`config.mk`:
```
export PLATFORM = sky130hd
export DESIGN_NAME = shift_sequencer
export DESIGN_NICKNAME = d
export VERILOG_FILES = /design/src/rtl/shift_sequencer.sv
export SDC_FILE = /design/constraint.sdc
export NUM_CORES = 1
export LEC_CHECK = 0
export CAP_MARGIN = 40
export CELL_PAD_IN_SITES_DETAIL_PLACEMENT = 0
export CELL_PAD_IN_SITES_GLOBAL_PLACEMENT = 1
export CORE_MARGIN = 5
export CORE_UTILIZATION = 25
export CTS_CLUSTER_DIAMETER = 100
export DETAILED_ROUTE_END_ITERATION = 16
export PLACE_DENSITY_LB_ADDON = 0.1
export SYNTH_ARGS = -nofsm -noshare
export SYNTH_HDL_FRONTEND = slang
export SYNTH_SLANG_ARGS = --single-unit
export TNS_END_PERCENT = 50
```
`constraint.sdc`:
```
create_clock -name clk -period 1.5 [get_ports clk]
set_input_delay 0.375 -clock clk [delete_from_list [all_inputs] [get_ports clk]]
set_output_delay 0.375 -clock clk [all_outputs]
set_load 0.02 [all_outputs]
```
`src/rtl/shift_sequencer.sv`:
```
`default_nettype none
// ============================================================================
//  Module   : shift_sequencer
//  Purpose  : Multi-cycle shifter for SLL/SRL/SRA/ROL. A start request loads
//             the operand and shift distance, then one 1-bit shift step is
//             applied per clock until the distance is used up. The result is
//             reported with a one-cycle done pulse.
//  Ports    : clk      - system clock, rising edge active
//             rst_n    - asynchronous active-low reset
//             start    - request, accepted only when not busy
//             op       - 00 SLL, 01 SRL, 10 SRA, 11 ROL
//             amount   - shift distance 0..WIDTH-1
//             data_in  - operand
//             busy     - high while shifting
//             done     - one-cycle pulse, result valid
//             result   - shift register contents (intermediate while busy)
//             zero     - result == 0
//  Revision : 1.0 - initial release
// ============================================================================
module shift_sequencer #(
    parameter int WIDTH = 32,
    parameter int CNT_W = 5
) (
    input  logic             clk,
    input  logic             rst_n,
    input  logic             start,
    input  logic [1:0]       op,
    input  logic [CNT_W-1:0] amount,
    input  logic [WIDTH-1:0] data_in,
    output logic             busy,
    output logic             done,
    output logic [WIDTH-1:0] result,
    output logic             zero
);

    typedef enum logic [1:0] {
        S_IDLE  = 2'd0,
        S_SHIFT = 2'd1,
        S_DONE  = 2'd2
    } state_t;

    localparam logic [1:0] c_OP_SLL = 2'b00;
    localparam logic [1:0] c_OP_SRL = 2'b01;
    localparam logic [1:0] c_OP_SRA = 2'b10;
    localparam logic [1:0] c_OP_ROL = 2'b11;

    state_t             r_state;
    logic [WIDTH-1:0]   r_sreg;
    logic [CNT_W-1:0]   r_cnt;
    logic [1:0]         r_op;

    state_t             w_state_nxt;
    logic [WIDTH-1:0]   w_sreg_nxt;
    logic [CNT_W-1:0]   w_cnt_nxt;
    logic [1:0]         w_op_nxt;
    logic [WIDTH-1:0]   w_step;
    logic               w_accept;

    // Single 1-bit step of the latched operation applied to the shift register.
    always_comb begin
        w_step = r_sreg;
        case (r_op)
            c_OP_SLL: w_step = {r_sreg[WIDTH-2:0], 1'b0};
            c_OP_SRL: w_step = {1'b0, r_sreg[WIDTH-1:1]};
            c_OP_SRA: w_step = {r_sreg[WIDTH-1], r_sreg[WIDTH-1:1]};
            c_OP_ROL: w_step = {r_sreg[WIDTH-2:0], r_sreg[WIDTH-1]};
            default:  w_step = r_sreg;
        endcase
    end

    // A new request may be taken in IDLE and also in DONE, which lets the
    // control unit issue back-to-back shifts without an idle bubble.
    assign w_accept = start && (r_state != S_SHIFT);

    always_comb begin
        w_state_nxt = r_state;
        w_sreg_nxt  = r_sreg;
        w_cnt_nxt   = r_cnt;
        w_op_nxt    = r_op;

        case (r_state)
            S_IDLE, S_DONE: begin
                if (w_accept) begin
                    w_sreg_nxt  = data_in;
                    w_cnt_nxt   = amount;
                    w_op_nxt    = op;
                    // A zero-distance shift skips SHIFT and reports at once.
                    w_state_nxt = (amount == '0) ? S_DONE : S_SHIFT;
                end else begin
                    w_state_nxt = S_IDLE;
                end
            end
            S_SHIFT: begin
                w_sreg_nxt = w_step;
                w_cnt_nxt  = r_cnt - CNT_W'(1);
                if (r_cnt == CNT_W'(1)) begin
                    w_state_nxt = S_DONE;
                end
            end
            default: begin
                w_state_nxt = S_IDLE;
            end
        endcase
    end

    always_ff @(posedge clk or negedge rst_n) begin
        if (!rst_n) begin
            r_state <= S_IDLE;
            r_sreg  <= '0;
            r_cnt   <= '0;
            r_op    <= c_OP_SLL;
        end else begin
            r_state <= w_state_nxt;
            r_sreg  <= w_sreg_nxt;
            r_cnt   <= w_cnt_nxt;
            r_op    <= w_op_nxt;
        end
    end

    assign busy   = (r_state == S_SHIFT);
    assign done   = (r_state == S_DONE);
    assign result = r_sreg;
    assign zero   = (r_sreg == '0);

endmodule
`default_nettype wire
```
==> results of run 1 <==
==> logic make-up (layout without fill, tap and decap cells) <==
logic type | after synthesis | after routing | share of synthesized area, %
and+or+nand+nor | 39 | 39 | 8.58
DFF | 41 | 41 | 42.6
buffers and inverters | 18 | 144 | 3.74
AOI/OAI and AO/OA | 14 | 14 | 4.84
adders and majority gates | 2 | 2 | 1.04
xor gates and xnor gates | 1 | 1 | 0.676
muxes | 92 | 92 | 38.5
==> stage by stage <==
stage / hold slack, ns / total power [mW]
3_5_place_dp: 0.366 / 8.56
4_1_cts: 0.0524 / 9.39
2_1_floorplan: 0.0794 / 5.64
5_1_grt: 0.0631 / 10.0
6_report: 0.0501 / 9.29
3_3_place_gp: 0.364 / 8.57
==> synth_stat cells <==
cell type and n:
mux2i_1 91, nor4_1 8, a32o_1 1, a211oi_1 1
nor2b_1 3, and3_1 1, nand4_1 2, a221o_2 1
nor2_1 6, dfrtp_1 41, a21oi_1 1, nor4b_1 1
nand2_1 9, o21bai_1 1, o211a_1 1, ha_1 2
nor3b_1 1, o21ai_0 2, mux2_4 1, or4_1 1
inv_1 4, a32oi_1 1, xnor2_2 1, clkbuf_1 2
nand2b_1 2, a31oi_1 1, a221o_1 4, buf_4 3
or3_1 1, nor3_1 3, buf_2 9, nand3_1 1
==> worst reg2reg max path, cell delays in order, from the launching register on <==
cell	delay (ns)
dfrtp_1	0.40
or3_4	0.38
mux2_4	0.26
a221o_1	0.29
==> layer usage <==
| metal | part of all wire [%] | GRT usage, % | wire length (um) | up-vias |
|---|---|---|---|---|
| li1 | - | - | - | 1014 |
| met1 | 48 | 17.4 | 3580 | 977 |
| met2 | 46 | 19.7 | 3410 | 50 |
| met3 | 4.9 | 2.81 | 367 | 7 |
| met4 | 1.1 | 2.89 | 82 | 0 |
| met5 | 0 | 0 | 0 | - |
==> flip-flops by register name, indices dropped and copies added, names as in the netlist <==
signal	cells
r_op	2
r_state	2
result	32
r_cnt	5
==> what timing repair did <==
item                                    4_1_cts  5_1_grt
hold endpoints to repair                      0        0
gates resized for setup                     100       28
endpoints found under the setup margin       37       34
buffers inserted                              0        4
pin swaps                                     1        1
cloned                                        0        2
==> layout make-up <==
class / instances / area (um^2)
flip-flops and latches: 41 / 1030
well taps: 129 / 161
repair buffers: 132 / 1220
inverters: 4 / 15.0
fillers: 927 / 5440
multi-input cells: 148 / 1350
clock inverters: 1 / 30.0
clock buffers: 7 / 86.3
==> worst max-delay path by stage <==
stage	cells past startpoint	start	end
after floorplan	3	result[6]	zero
after global placement	4	result[23]	zero
after detailed placement	4	result[24]	zero
after CTS	4	result[24]	zero
after global routing	4	result[24]	zero
final	4	result[24]	zero
==> power by group <==
| part | internal, mW | switching (mW) |
|---|---|---|
| sequential | 1.69 | 0.361 |
| clock | 0.543 | 0.392 |
| combinational | 3.23 | 3.08 |
| total | 5.46 | 3.83 |
==> metrics.csv, run 1 <==
stage,metric,value,unit
grt,vias in the first global route,2230,
setup_path,crit path DAT,1.48,ns
setup_path,worst endpoint required time,1.12,ns
floorplan,FP Rows,35,
routing,number of nets with antenna violations after routing,0,
cts,CTS root buffer,clkbuf_8,
setup_path,R2R depth,3,
timing,"Hold Violations, Final",0,
finish,design area,3890,um^2
setup_path,CP Class,flop to primary output,
grt,antenna violations before repair,0,
place,placed cells,448,
cts,clock latency on the worst-skew pair,0.29,ns
grt,overall routing resource usage,12.5,%
cts,Max H-tree Level,2,
cts,CTS tree,done,
setup_path,"Buf+Inv Stages, Crit Path",1,
timing,clk_skew,0.00506,ns
floorplan,Die W,108,um
power,P_leak,1.87,nW
place,hpwl dp,5.51,mm
synthesis,Yosys cell types,32,
grt,largest net degree at the start of global routing,42,
routing,drt pass-1 iters,4,
grt,first-pass GRT wire length,11.5,mm
synthesis,synthesized cell area,2410,um^2
synthesis,YS warnings,0,
place,port bufs,76,
routing,Routed WL per cell,16.1,um
synthesis,register bit total from synthesis,41,
finish,most frequent cells in the layout,"mux2i_1, buf_4, dfrtp_1, clkdlybuf4s50_1",
cts,CTS sink count,41,
timing,RSZ-0062 raised after global routing,true,
routing,DR vias/cell,4.43,
synthesis,"Seq/Total Area, Yosys",42.6,%
routing,drt drc,0,
timing,final setup vio count,1,
cts,"Reg clk slew, reported paths",0.08,ns
setup_path,Startpoint Class,flop,
synthesis,top cell type's share of synthesized area,42.6,%
floorplan,die area,11700,um^2
timing,total negative slack,-0.359,ns
floorplan,core area,9330,um^2
power,Peak VDD IR,739,uV
cts,clk buf depth,2,
floorplan,overall die height,108,um
run,max-cap violations,0,
finish,share of layout cells above drive strength 1,33.6,%
place,pre-CTS setup slack,-0.569,ns
setup_path,r2r startpoint,r_cnt[1],
finish,antenna cells,0,
setup_path,Slowest cell on crit path,dfrtp_1,
run_status,status,finished with violations,
grt,total grt overflow,0,
routing,final WL,7.44,mm
synthesis,Syn Area/Cell,11.6,um^2
floorplan,# IOs,77,
synthesis,synthesized instance count,207,
place,GPL Wtd Cong,0.721,
synthesis,"area leader, netlist",dfrtp_1,
timing,fmax,0.538,GHz
synthesis,Synth area leaders,"dfrtp_1, mux2i_1, nor4_1, buf_2, a221o_1",
floorplan,Starting Density,25.8,%
power,P per Cell Area,2390,nW/um^2
setup_path,crit path cell chain,nor4_2 > nand4_1 > nor2_2 > buf_6,
finish,post-layout util,41.7,%
setup_path,CP endpoint kind,primary output,
routing,detailed router's first-iteration violation count,41,
timing,Max-slew headroom,77.2,%
timing,Worst-Margin Slew,0.339,ns
timing,worst setup margin,-0.359,ns
routing,DR vias,2048,
synthesis,Syn Nets,251,
finish,final cell count without fillers,462,
timing,Slew Limit Fails,0,
finish,Area Growth Syn to Fin,61.6,%
timing,Final period util,124,%
place,DP Area,3720,um^2
cts,cts hold-fix bufs,0,
finish,"most common cell after layout, fill and taps aside",mux2i_1,
setup_path,largest stage delay on the critical path,0.40,ns
timing,Tmin final,1.86,ns
run_status,failing checks,setup timing,
setup_path,"delay-heaviest family, CP",simple AND/OR/NAND/NOR gates,
hold_path,Worst Hold Class,primary input to asynchronous set/reset pin,
finish,Final Net Count,376,
setup_path,reg2reg setup slack,0.05,ns
setup_path,RR Endpoint,r_cnt[3],
cts,number of CTS-inserted buffers,5,
setup_path,peak fanout along the critical path,2,
No activity file was read; power rests on OpenSTA's default activity.
==> run 2, diff against run 1 <==
==> constraint.sdc (replaced) <==
create_clock -name clk -period 2.3 [get_ports clk]
set_input_delay 0.575 -clock clk [delete_from_list [all_inputs] [get_ports clk]]
set_output_delay 0.575 -clock clk [all_outputs]
set_load 0.02 [all_outputs]
==> metrics.csv, run 2 (synthesis results as in run 1) <==
stage,metric,value,unit
finish,"most common cell after layout, fill and taps aside",mux2i_1,
timing,Slew Limit Fails,0,
place,pre-CTS setup slack,0.0545,ns
routing,drt pass-1 iters,4,
setup_path,stages on the worst setup path,3,
place,GPL Wtd Cong,0.734,
routing,drt drc,0,
timing,final setup vio count,0,
routing,DR vias/cell,4.43,
finish,most frequent cells in the layout,"mux2i_1, clkdlybuf4s50_1, dfrtp_1, buf_4, nand2_1",
finish,post-layout util,40.3,%
floorplan,# IOs,77,
timing,Max-slew headroom,69.2,%
power,Comb pwr share,68.1,%
timing,worst setup margin,0.186,ns
timing,fmax,0.473,GHz
grt,grt met2 use,19.1,%
cts,CTS root buffer,clkbuf_8,
setup_path,peak fanout along the critical path,2,
timing,RSZ-0062 raised after global routing,false,
setup_path,worst endpoint required time,1.73,ns
hold_path,Worst Hold Class,primary input to asynchronous set/reset pin,
place,hpwl dp,5.45,mm
cts,"Reg clk slew, reported paths",0.08,ns
cts,clock latency on the worst-skew pair,0.29,ns
setup_path,"delay-heaviest family, CP",buffers and inverters,
cts,CTS sink count,41,
power,Clk network pwr share,9.3,%
power,Net Switching,2.45,mW
power,P_leak,1.74,nW
timing,Tmin final,2.11,ns
timing,total negative slack,0,ns
floorplan,FP Rows,35,
cts,post-CTS setup buffer count,0,
grt,largest net degree at the start of global routing,25,
floorplan,die area,11700,um^2
finish,Area Growth Syn to Fin,56.2,%
grt,total grt overflow,0,
routing,detailed router's first-iteration violation count,31,
setup_path,"Buf+Inv Stages, Crit Path",2,
floorplan,Die W,108,um
routing,number of nets with antenna violations after routing,0,
setup_path,RR Endpoint,result[31],
grt,grt met3 use,3.28,%
cts,CTS tree,done,
finish,antenna cells,0,
routing,DR vias,1986,
power,sw frac,40.9,%
setup_path,R2R depth,6,
timing,Final period util,91.9,%
grt,grt met1 use,18.5,%
finish,share of layout cells above drive strength 1,18.5,%
timing,clk_skew,0.00527,ns
setup_path,reg2reg setup slack,0.58,ns
finish,Final Net Count,363,
cts,clk buf depth,2,
floorplan,core area,9330,um^2
setup_path,Slowest cell on crit path,clkdlybuf4s50_1,
cts,Max H-tree Level,2,
setup_path,crit path DAT,1.54,ns
setup_path,CP endpoint kind,primary output,
floorplan,overall die height,108,um
setup_path,CP endpoint,busy,
power,sequential share of power,22.6,%
routing,Routed WL per cell,15.9,um
power,Peak VDD IR,593,uV
setup_path,Startpoint Class,flop,
setup_path,crit path from,r_state[1],
finish,max reg flops,32,
grt,first-pass GRT wire length,11.8,mm
grt,vias in the first global route,2211,
setup_path,largest stage delay on the critical path,0.61,ns
timing,"Hold Violations, Final",0,
timing,Worst-Margin Slew,0.462,ns
grt,overall routing resource usage,12.8,%
run_status,status,completed,
place,port bufs,76,
setup_path,r2r startpoint,r_state[1],
power,P per Cell Area,1590,nW/um^2
routing,final WL,7.13,mm
floorplan,Starting Density,25.8,%
grt,antenna violations before repair,0,
setup_path,crit path cell chain,nand2b_1 > inv_2 > clkdlybuf4s50_1,
run,max-cap violations,0,
power,P_int,3.53,mW
setup_path,CP Class,flop to primary output,
grt,Most Crowded Layer GR,met2,
cts,number of CTS-inserted buffers,5,
[run 2: cell count changes in the layout (fill, tap and decap cells not counted), moves of 3 or more]
cell             before  now
clkdlybuf4s50_1      39   74
buf_6                 5    0
buf_2                 9    1
buf_12                6    3
clkdlybuf4s15_2      13    0
buf_4                44   39
clkbuf_2             13    1
[run 2: area by class of cell]
| class | instances | area, um^2 |
|---|---|---|
| clock buffer | 5 | 68.8 |
| sequential | 41 | 1030 |
| inverter | 4 | 15.0 |
| fill | 929 | 5570 |
| tap | 129 | 161 |
| timing repair buffer | 119 | 1130 |
| multi-input combinational | 148 | 1320 |
| clock inverter | 2 | 35.0 |
[run 2: power groups by stage]
| stage | Sequential (mW) | Clock, mW | Combinational (mW) |
|---|---|---|---|
| floorplan | 1.80 | 0 | 1.87 |
| global placement | 1.34 | 0 | 4.07 |
| detailed placement | 1.35 | 0 | 4.14 |
| CTS | 1.34 | 0.580 | 4.16 |
| global route | 1.41 | 0.604 | 4.45 |
| finish | 1.35 | 0.556 | 4.08 |
[run 2: worst register-to-register path: stages, from the launching register on]
cell	delay (ns)
dfrtp_1	0.37
nand2b_1	0.17
inv_2	0.10
buf_4	0.28
buf_4	0.41
nand3_1	0.13
a31oi_1	0.19
[run 2: routing by layer]
metal  routed length [um]  vias to the layer above
li1                     -                      990
met1                 3550                      941
met2                 3110                       50
met3                  400                        5
met4                   75                        0
met5                    0                        -
[run 2: metrics by stage]
step                instance area, um^2  hold WS [ns]  total power, mW  instances
floorplan                          2410         0.279             3.67        207
global placement                   3620         0.519             5.40        440
detailed placement                 3650         0.526             5.49        441
CTS                                3750         0.222             6.08        448
global route                       3760         0.249             6.46        448
finish                             3760         0.231             5.98        448
[run 2: repair_timing]
| item | 4_1_cts | 5_1_grt |
|---|---|---|
| resized for setup | 1 | 4 |
| hold buffers | 0 | 0 |
| setup endpoints to repair | 1 | 1 |
| hold endpoints to repair | 0 | 0 |
| pin swaps | 0 | 0 |
[run 2: how the worst min path moves through the flow]
stage	startpoint	endpoint	slack (ns)	cells after the start
after CTS	rst_n	result[3]	0.22	1
after detailed placement	r_cnt[4]	r_cnt[4]	0.53	2
final	rst_n	r_op[1]	0.23	1
after global routing	rst_n	result[5]	0.25	1
after floorplan	rst_n	r_cnt[0]	0.28	0
after global placement	r_cnt[1]	r_cnt[1]	0.52	1
